**src/rtl/muxn_skid.sv**
```systemverilog
// N:1 operand-select stage with a two-entry skid buffer behind a valid/ready handshake.
// The main register drives the outputs; the skid register absorbs one word while downstream stalls.
module muxn_skid #(
    parameter int unsigned WIDTH  = 32,
    parameter int unsigned NUM_IN = 4,
    localparam int unsigned SEL_W = $clog2(NUM_IN)
) (
    input  logic                    clk,
    input  logic                    rst_n,
    input  logic [NUM_IN*WIDTH-1:0] in_data,
    input  logic [SEL_W-1:0]        in_sel,
    input  logic                    in_valid,
    output logic                    in_ready,
    input  logic                    flush,
    output logic [WIDTH-1:0]        out_data,
    output logic [SEL_W-1:0]        out_sel,
    output logic                    out_err,
    output logic                    out_valid,
    input  logic                    out_ready
);

    typedef enum logic [1:0] {
        EMPTY = 2'd0,
        ONE   = 2'd1,
        FULL  = 2'd2
    } state_t;

    state_t             state;
    state_t             state_next;

    logic [WIDTH-1:0]   sel_data_c;
    logic               sel_err_c;
    logic               accept_c;
    logic               emit_c;
    logic               load_main_c;
    logic               main_from_skid_c;
    logic               load_skid_c;

    logic [WIDTH-1:0]   skid_data;
    logic [SEL_W-1:0]   skid_sel;
    logic               skid_err;

    // Source select; an unmatched select yields zero data with the error flag set.
    always_comb begin
        sel_data_c = '0;
        sel_err_c  = 1'b1;
        for (int unsigned k = 0; k < NUM_IN; k++) begin
            if (in_sel == SEL_W'(k)) begin
                sel_data_c = in_data[k*WIDTH +: WIDTH];
                sel_err_c  = 1'b0;
            end
        end
    end

    assign accept_c = in_valid && in_ready;
    assign emit_c   = out_valid && out_ready;

    // Next-state and register-load decode; flush wins over any same-cycle transfer.
    always_comb begin
        state_next       = state;
        load_main_c      = 1'b0;
        main_from_skid_c = 1'b0;
        load_skid_c      = 1'b0;
        case (state)
            EMPTY: begin
                if (accept_c) begin
                    state_next  = ONE;
                    load_main_c = 1'b1;
                end
            end
            ONE: begin
                if (accept_c && !emit_c) begin
                    state_next  = FULL;
                    load_skid_c = 1'b1;
                end else if (!accept_c && emit_c) begin
                    state_next  = EMPTY;
                end else if (accept_c && emit_c) begin
                    load_main_c = 1'b1;
                end
            end
            FULL: begin
                if (emit_c) begin
                    state_next       = ONE;
                    main_from_skid_c = 1'b1;
                end
            end
            default: state_next = EMPTY;
        endcase
        if (flush) begin
            state_next = EMPTY;
        end
    end

    // State register; in_ready and out_valid are registered decodes of the next state.
    always_ff @(posedge clk or negedge rst_n) begin
        if (!rst_n) begin
            state     <= EMPTY;
            in_ready  <= 1'b0;
            out_valid <= 1'b0;
        end else begin
            state     <= state_next;
            in_ready  <= (state_next != FULL);
            out_valid <= (state_next != EMPTY);
        end
    end

    // Payload registers: main refills from the input or from the skid entry.
    always_ff @(posedge clk or negedge rst_n) begin
        if (!rst_n) begin
            out_data  <= '0;
            out_sel   <= '0;
            out_err   <= 1'b0;
            skid_data <= '0;
            skid_sel  <= '0;
            skid_err  <= 1'b0;
        end else begin
            if (load_main_c) begin
                out_data <= sel_data_c;
                out_sel  <= in_sel;
                out_err  <= sel_err_c;
            end else if (main_from_skid_c) begin
                out_data <= skid_data;
                out_sel  <= skid_sel;
                out_err  <= skid_err;
            end
            if (load_skid_c) begin
                skid_data <= sel_data_c;
                skid_sel  <= in_sel;
                skid_err  <= sel_err_c;
            end
        end
    end

endmodule
```
**config.mk**
```make
export PLATFORM = sky130hd
export DESIGN_NAME = muxn_skid
export DESIGN_NICKNAME = d
export VERILOG_FILES = /design/src/rtl/muxn_skid.sv
export SDC_FILE = /design/constraint.sdc
export NUM_CORES = 1
export LEC_CHECK = 0
export BUFFER_PORTS_ARGS = -buffer_cell sky130_fd_sc_hd__buf_4
export CAP_MARGIN = 20
export CORE_ASPECT_RATIO = 0.8
export CORE_MARGIN = 3
export CORE_UTILIZATION = 52
export CTS_CLUSTER_DIAMETER = 150
export DETAILED_ROUTE_END_ITERATION = 10
export PLACE_DENSITY_LB_ADDON = 0.05
export SLEW_MARGIN = 15
export SYNTH_ARGS = -nofsm -noshare
export SYNTH_HDL_FRONTEND = slang
export SYNTH_SLANG_ARGS = --single-unit
```
**constraint.sdc**
```tcl
create_clock -name clk -period 3.3 [get_ports clk]
set_input_delay 0.495 -clock clk [delete_from_list [all_inputs] [get_ports clk]]
set_output_delay 0.495 -clock clk [all_outputs]
set_load 0.005 [all_outputs]
```
Word-level counts from Yosys, hierarchy flattened:

Index checks and enable logic that the tools add are counted.

* flip-flop bits (word level): 74
* input port bits: 135
* logic and storage cells: 55

* eq/ne operators: 6
* muxes and demuxes: 29
* reduce and logical (&&, ||, !) cells: 11

Operators by type and width (count)
* 2-to-1 mux 32 bit: 6
* 2-to-1 mux 1 bit: 14
* 2-to-1 mux 2 bit: 7
* == test 2 bit (second input constant): 3
* case mux 2 bit (3 select lines): 1
* logical AND 1 bit: 5
* == test 2 x 1 -> 1 bit (second input constant): 2
* zero test 2 bit: 2
* nonzero test 2 bit: 2
* zero test 1 bit: 2
* != test 2 bit (second input constant): 1
* case mux 1 bit (2 select lines): 1

Logic depth before layout (Yosys ltp):

Gate-level depths: netlist of the first run.

* word-level depth: 8
* gate-level depth with buffers: 6
* gate-level depth less buffers: 4

Worst setup path before layout of the first run:

No wires, ideal clock.

* path type: in2reg
* from: input port in_sel[0]
* to: register skid_data[0]
* library setup time: 125 ps
* arrival: 1698 ps
* required time: 3175 ps
* setup slack: 1477 ps
* cell stages on the path: 4
* path buffers: 2
* path through: buf_2 -> buf_4 -> mux4_2 -> mux2_4

* cells in the longest elaborated chain, start to end: 5

RTL lines
* start, declared: RTL line 11 `input logic [SEL_W-1:0] in_sel,`
* zero test 2 bit: RTL line 48 `if (in_sel == SEL_W'(k)) begin`
* 2-to-1 mux 32 bit (3 in a row): RTL line 48
* 2-to-1 mux 32 bit *: RTL line 48
* end signal, assigned: RTL line 127 `skid_data <= sel_data_c;`
* end, declared: RTL line 39 `logic [WIDTH-1:0] skid_data;`

Every way passes the cells marked *; elsewhere a longest branch is shown, timed or not.
A chain may end at the register's enable or synchronous reset.

Worst setup path after layout of the first run:

* from: register in_ready
* to: register skid_data[10]

* cells in the longest elaborated chain, start to end: 4

RTL lines
* start, declared: RTL line 13 `output logic in_ready,`
* start signal, assigned: RTL line 102 `in_ready <= (state_next != FULL);`
* logical AND 1 bit: RTL line 55 `assign accept_c = in_valid && in_ready;`
* logical AND 1 bit: RTL line 72 `if (accept_c && !emit_c) begin`
* 2-to-1 mux 1 bit: RTL line 72
* 2-to-1 mux 1 bit: RTL line 64 `case (state)`

Every way passes these cells.

==> impl_metrics.py, run 1 <==
metrics = {
    "detailed_routing": {
        "drt_pass1_iterations": 4,
        "drt_iter0_drc": 143,
        "postRouteWirelength_um": 9810,
        "antenna_left": 0,
        "drcViolationCount": 0,
        "viasPerCell": 5.44,
        "num_vias": 3167,
        "wl_per_cell_um": 16.9,
    },
    "power": {
        "comb_power_share_pct": 34.4,
        "swShare_pct": 28.9,
        "p_int_mw": 2.46,
        "p_clk_share_pct": 22.4,
        "vdd_drop_max_mv": 0.292,
        "power_leakage_nw": 2.65,
        "seqPwrFrac_pct": 43.3,
        "p_sw_mw": 0.999,
        "pwr_density_cell_nw_per_um2": 632,
    },
    "timing": {
        "drv_slew": 0,
        "hold_viol": 0,
        "rsz0062_at_grt": "false",
        "fmax_mhz": 450,
        "fin_crit_ns": 2.22,
        "setup_viol": 0,
        "finalClockSkew_ns": 0.00696,
        "tightest_slew_ns": 1.01,
        "slew_headroom_pct": 32.5,
        "whs_ns": 0.277,
        "fin_crit_sh_pct": 67.3,
        "timing.setup.tns_ns": 0,
    },
    "clock_tree": {
        "ctsHtreeMaxLevel": 3,
        "cts_tree": "yes",
        "cts_resized": 0,
        "cts_max_path_buffers": 2,
        "path_clk_slew_ns": 0.08,
        "postCtsSetupRepairBufs": 0,
        "cts_root_buffer": "clkbuf_8",
        "clkLatencyLatePin_ns": 0.34,
        "cts.sinks": 74,
        "holdBufCountCts": 0,
        "cts_buffers": 9,
    },
    "floorplanning": {
        "start_util_pct": 55.4,
        "die_y_um": 84.0,
        "core.rowCount": 27,
        "fp.dieArea_um2": 8690,
        "core-area_um2": 7130,
        "ios": 172,
        "die_w_um": 103,
    },
    "logic_synthesis": {
        "syn_nets": 450,
        "ys_seq_area_share_pct": 46.9,
        "synth_warnings": 0,
        "synthDistinctLibCells": 26,
        "ys_seq_elements": 74,
        "syn_avg_cell_area_um2": 12.5,
        "synth.top_cell.area_share_pct": 46.9,
        "syn_inst": 315,
        "synthTopCellsByArea": "dfrtp_1, mux4_2, mux2_4",
        "synth_area_leader_cell": "dfrtp_1",
        "syn-cell-area_um2": 3950,
    },
    "critical_path": {
        "cp.arrival_ns": 2.44,
        "cp_max_fo": 24,
        "worst_setup_path_start_kind": "flop",
        "crit_type": "reg -> reg",
        "required_ns": 3.52,
        "worstSetupEndpointType": "flop",
    },
    "run": {
        "maxCapViolations": 0,
    },
    "placement": {
        "portBuffers": 171,
        "hpwl_um": 7070,
        "gp_congestion": 0.823,
    },
    "finish": {
        "drive_gt1_share_pct": 53.4,
        "nets": 611,
        "fin_util_pct": 76.8,
        "diodes": 0,
        "fillers": 485,
        "final_common_cell": "buf_4",
        "syn2layout_area_growth_pct": 38.6,
        "mostFrequentLayoutCells": "buf_4, dfrtp_1, nand2_1, mux4_2, mux2_4",
    },
    "grt": {
        "grt_pass1_vias": 3412,
        "grt_usage_pct": 23.7,
        "grt-ovfl-total": 0,
        "grt_pass1_wl_um": 16100,
        "antenna_found_initial": 0,
        "grt_max_degree": 75,
    },
    "hold_path": {
        "hold_class": "in -> async",
    },
    "run_status": {
        "status": "completed",
    },
}
## sequential cells by signal, indices dropped and copies added (netlist names)
signal and count:
out_data 32, out_sel 2, state 2, out_valid 1, in_ready 1, skid_data 32
skid_err 1, skid_sel 2, out_err 1
## per-stage QoR
step | total power [mW] | area (um^2) | setup slack, ns | std cells
after floorplan | 2.16 | 3950 | 1.48 | 315
after global placement | 2.64 | 5260 | 0.960 | 566
after detailed placement | 2.71 | 5260 | 0.906 | 566
after CTS | 3.49 | 5480 | 1.08 | 582
after global routing | 3.68 | 5480 | 0.956 | 582
final | 3.46 | 5480 | 1.08 | 582
## final cells by class
cell class / count / area, um^2 / area share (%)
Inverter: 9 / 33.8 / 0.617
Multi-Input combinational cell: 209 / 1950 / 35.6
Tap cell: 101 / 126 / 2.31
Sequential cell: 74 / 1850 / 33.8
Clock buffer: 11 / 141 / 2.58
Clock inverter: 5 / 77.6 / 1.42
Timing Repair Buffer: 173 / 1300 / 23.7
## path summary, 6_finish.rpt
| kind | from | depth (start not counted) | endpoint | slack, ns |
|---|---|---|---|---|
| min reg2reg | skid_data[22]$_DFFE_PN0P_ | 2 | out_data[22]$_DFFE_PN0P_ | 0.50 |
| min | rst_n | 1 | out_data[18]$_DFFE_PN0P_ | 0.28 |
| min in group clk | flush | 2 | state[0]$_DFF_PN0_ | 0.33 |
| max reg2reg | in_ready$_DFF_PN0_ | 4 | skid_data[10]$_DFFE_PN0P_ | 1.08 |
| max in group asynchronous | rst_n | 1 | state[0]$_DFF_PN0_ | 2.43 |
| max | in_ready$_DFF_PN0_ | 4 | skid_data[10]$_DFFE_PN0P_ | 1.08 |
## power groups by stage
stage                     Sequential [mW]  Clock [mW]  Combinational, mW
after floorplan                      1.47           0              0.683
after global placement               1.49           0               1.16
after detailed placement             1.50           0               1.20
after CTS                            1.49       0.787               1.21
after global routing                 1.55       0.827               1.31
final                                1.50       0.774               1.19
## logic make-up after synthesis
family                 after synthesis  share of synthesized area (%)
multiplexers                        71                           31.9
buffers and inverters               32                           4.34
flip-flops                          74                           46.9
AND/OR/NAND/NOR                     89                           9.18
AO/OA/AOI/OAI                       49                           7.76
## per-layer routing
metal	part of all wire (%)	GRT usage [%]	vias to the layer above
met5	0	0	-
met4	0.93	5.29	0
met3	7.3	6.18	9
met2	52	39.7	120
met1	40	30.7	1573
li1	-	-	1465
## worst max-delay path: stages (launching register included)
cell      delay [ns]
dfrtp_1         0.42
nand3b_1        0.26
or2_2           0.70
buf_4           0.39
mux2_4          0.32
## Yosys cell counts
library cell,count
a21bo_1,1
a21o_1,1
a21oi_1,5
a22oi_1,7
a31oi_1,23
and2_1,1
buf_1,1
buf_2,8
buf_4,3
buf_6,4
clkbuf_1,7
dfrtp_1,74
inv_1,9
mux2_2,6
mux2_4,28
mux2i_1,5
mux4_2,32
nand2_1,56
nand2b_1,3
nand3b_1,1
nand4b_1,1
nand4bb_1,1
nor2_1,25
o211ai_2,1
o21ai_0,11
or2_1,1
No activity file was read; power rests on OpenSTA's default activity.
==> run 2, diff against run 1 <==
--- a/config.mk
+++ b/config.mk
@@ -5,11 +5,12 @@
 export SDC_FILE = /design/constraint.sdc
 export NUM_CORES = 1
 export LEC_CHECK = 0
+export ABC_AREA = 1
 export BUFFER_PORTS_ARGS = -buffer_cell sky130_fd_sc_hd__buf_4
 export CAP_MARGIN = 20
 export CORE_ASPECT_RATIO = 0.8
 export CORE_MARGIN = 3
-export CORE_UTILIZATION = 52
+export CORE_UTILIZATION = 44
 export CTS_CLUSTER_DIAMETER = 150
 export DETAILED_ROUTE_END_ITERATION = 10
 export PLACE_DENSITY_LB_ADDON = 0.05
==> constraint.sdc (replaced) <==
create_clock -name clk -period 2 [get_ports clk]
set_input_delay 0.3 -clock clk [delete_from_list [all_inputs] [get_ports clk]]
set_output_delay 0.3 -clock clk [all_outputs]
set_load 0.005 [all_outputs]
==> run 2 against run 1 <==
Setup slack got worse by 0.73 ns. Flip-flop and latch count did not move. Maximum frequency rose by 35%. Via count rose by 41%. Critical endpoint is now out_data[10]$_DFFE_PN0P_. Global-route usage rose by 1.8 points. Utilization fell by 13 points. Synthesized cell count rose by 90%. Register-to-register slack got worse by 0.73 ns. Largest power group unchanged.
==> impl_metrics.py, run 2 <==
metrics = {
    "run_status": {
        "status": "completed",
    },
    "logic_synthesis": {
        "synthTopCellsByArea": "dfrtp_1, nand2_1, nand3_1",
        "synth.top_cell.area_share_pct": 44.4,
        "syn-cell-area_um2": 4170,
        "yosys.cell_count.top_type": "nand2_1",
        "synth_warnings": 0,
        "syn_nets": 733,
        "synth_flop_cell": "dfrtp_1",
        "ys_seq_elements": 74,
        "syn_avg_cell_area_um2": 6.98,
        "synth-adder-area-share_pct": 0,
        "syn_inst": 598,
        "synth_area_leader_cell": "dfrtp_1",
        "synth-simple-area-share_pct": 37.1,
        "ys_async_sr_fraction_pct": 100,
        "synth_xor_area_share_pct": 0,
        "muxShareOfSynthArea_pct": 0,
        "synthDistinctLibCells": 20,
        "synth_top_family_by_area": "simple AND/OR/NAND/NOR gates",
        "synth_edf_count": 0,
        "ys_seq_area_share_pct": 44.4,
        "synth_compound_area_share_pct": 10.2,
        "synth_common_cells": "nand2_1, nand3_1, dfrtp_1, o21ai_0, inv_1",
    },
    "finish": {
        "fin_util_pct": 63.9,
        "fin_area_um2": 5850,
        "nets": 892,
        "mostFrequentLayoutCells": "nand2_1, buf_4, nand3_1, dfrtp_1, o21ai_0",
        "diodes": 0,
        "fillers": 802,
        "syn2layout_area_growth_pct": 40.1,
        "drive_gt1_share_pct": 28.5,
        "final_common_cell": "nand2_1",
        "largest_registers": "out_data (32), skid_data (32)",
    },
    "critical_path": {
        "cpMostUsedCell": "nand2_1",
        "r2r_end": "out_data[10]$_DFFE_PN0P_",
        "reg2reg_depth": 8,
        "crit_type": "reg -> reg",
        "slowest_delay_ns": 0.35,
        "r2r-start": "in_ready$_DFF_PN0_",
        "reg2reg_slack_ns": 0.35,
        "critPathSlowestCell": "buf_4",
        "worst_setup_path_start_kind": "flop",
        "cp_max_fo": 30,
        "required_ns": 2.22,
        "cp.arrival_ns": 1.87,
        "cp_cell_sequence": "nand2_1, nor2_1, nand2_1, inv_1, buf_4, nand2_1, nand2_1, nand2_1",
        "worstSetupEndpointType": "flop",
    },
    "grt": {
        "grt-ovfl-total": 0,
        "grt_max_degree": 51,
        "grt_pass1_vias": 4350,
        "antenna_found_initial": 1,
        "grt_usage_pct": 25.5,
        "grt_pass1_wl_um": 21500,
    },
    "clock_tree": {
        "cts_tree": "yes",
        "clkLatencyLatePin_ns": 0.33,
        "ctsHtreeMaxLevel": 3,
        "path_clk_slew_ns": 0.06,
        "cts_max_path_buffers": 2,
        "cts_buffers": 9,
        "cts.sinks": 74,
        "cts_root_buffer": "clkbuf_16",
    },
    "placement": {
        "hpwl_um": 10100,
        "dpl_cell_area_um2": 5540,
        "gp_congestion": 0.827,
        "portBuffers": 171,
        "place_ws_ns": 0.199,
    },
    "timing": {
        "fmax_mhz": 607,
        "whs_ns": 0.138,
        "drv_slew": 0,
        "setup_viol": 0,
        "rsz0062_at_grt": "false",
        "hold_viol": 0,
        "slew_headroom_pct": 49.7,
        "tightest_slew_ns": 0.753,
        "finalClockSkew_ns": 0.00784,
        "fin_ws_ns": 0.353,
        "timing.setup.tns_ns": 0,
        "fin_crit_ns": 1.65,
        "fin_crit_sh_pct": 82.4,
    },
    "floorplanning": {
        "core.rowCount": 31,
        "ios": 172,
        "die_y_um": 93.1,
        "fp.dieArea_um2": 10700,
        "die_w_um": 115,
        "core-area_um2": 9150,
        "start_util_pct": 45.6,
    },
    "detailed_routing": {
        "drt_pass1_iterations": 5,
        "drt_iter0_drc": 325,
        "viasPerCell": 5.09,
        "wl_per_cell_um": 15.3,
        "num_vias": 4464,
        "antenna_left": 0,
        "postRouteWirelength_um": 13400,
        "drcViolationCount": 0,
    },
    "run": {
        "maxCapViolations": 0,
    },
    "power": {
        "pwr_density_cell_nw_per_um2": 920,
        "vdd_drop_max_mv": 0.426,
        "power_leakage_nw": 3.05,
    },
    "hold_path": {
        "min_from": "flush",
        "holdPathEnd": "state[0]$_DFF_PN0_",
        "hold_class": "in -> reg",
        "hold_depth": 2,
    },
}
-- run 2: changes by cell type in the layout (fill, tap and decap cells not counted), moves of 7 or more --
cell,previous run,this run
clkbuf_16,0,9
clkbuf_8,10,1
mux2_4,28,0
o21ai_1,0,16
buf_4,173,183
inv_1,9,38
or2_0,0,10
nand3_1,0,74
or2_2,1,13
mux4_2,32,0
o21ai_0,11,66
nand2_1,56,231
a31oi_1,23,0
a22oi_1,7,0
-- run 2: report_power, final --
part | total [mW] | internal (mW) | switching (mW)
Clock | 1.63 | 1.00 | 0.625
Sequential | 2.23 | 1.96 | 0.266
Combinational | 1.53 | 0.749 | 0.777
Total | 5.38 | 3.72 | 1.67
-- run 2: logic make-up after synthesis --
| logic type | after synthesis |
|---|---|
| flops | 74 |
| simple gates | 363 |
| buf+inv | 77 |
| compound gates | 84 |
-- run 2: through the flow --
stage / std cells / power [mW]
floorplan: 598 / 2.97
global placement: 860 / 3.73
detailed placement: 860 / 3.78
CTS: 877 / 5.42
global route: 877 / 5.75
finish: 877 / 5.38
-- run 2: worst max path at each step --
stage,startpoint,to,slack (ns),depth (start not counted)
global route,in_ready$_DFF_PN0_,out_data[10]$_DFFE_PN0P_,0.24,8
detailed placement,in_sel[1],out_data[22]$_DFFE_PN0P_,0.20,6
finish,in_ready$_DFF_PN0_,out_data[10]$_DFFE_PN0P_,0.35,8
CTS,in_ready$_DFF_PN0_,out_data[11]$_DFFE_PN0P_,0.37,8
floorplan,out_valid$_DFF_PN0_,out_data[10]$_DFFE_PN0P_,0.72,7
global placement,in_sel[1],out_data[9]$_DFFE_PN0P_,0.23,6
-- run 2: what timing repair did --
item / 4_1_cts / 5_1_grt
hold buffers: 1 / 0
buffers inserted: 0 / 0
endpoints found under the hold margin: 33 / 0
gates resized for setup: 0 / 0
-- run 2: area by class of cell --
type	count	area [um^2]	area share, %
repair buffers	186	1420	24.3
well taps	115	144	2.46
clock buffers	11	243	4.15
flip-flops and latches	74	1850	31.7
clock inverters	5	61.3	1.05
multi-input cells	447	1980	33.8
inverters	39	146	2.50
-- run 2: critical path, delay by kind of cell (launching register included) --
kind | cells | cell delay [ns]
buf+inv | 2 | 0.46
flops | 1 | 0.34
simple gates | 6 | 0.73
-- run 2: metal layers --
layer	global-route usage (%)	share of wire (%)	vias to the layer above
li1	-	-	2220
met1	36.4	46	2046
met2	38.9	44	184
met3	7.89	9.0	12
met4	4.40	0.92	2
met5	0	0.097	-
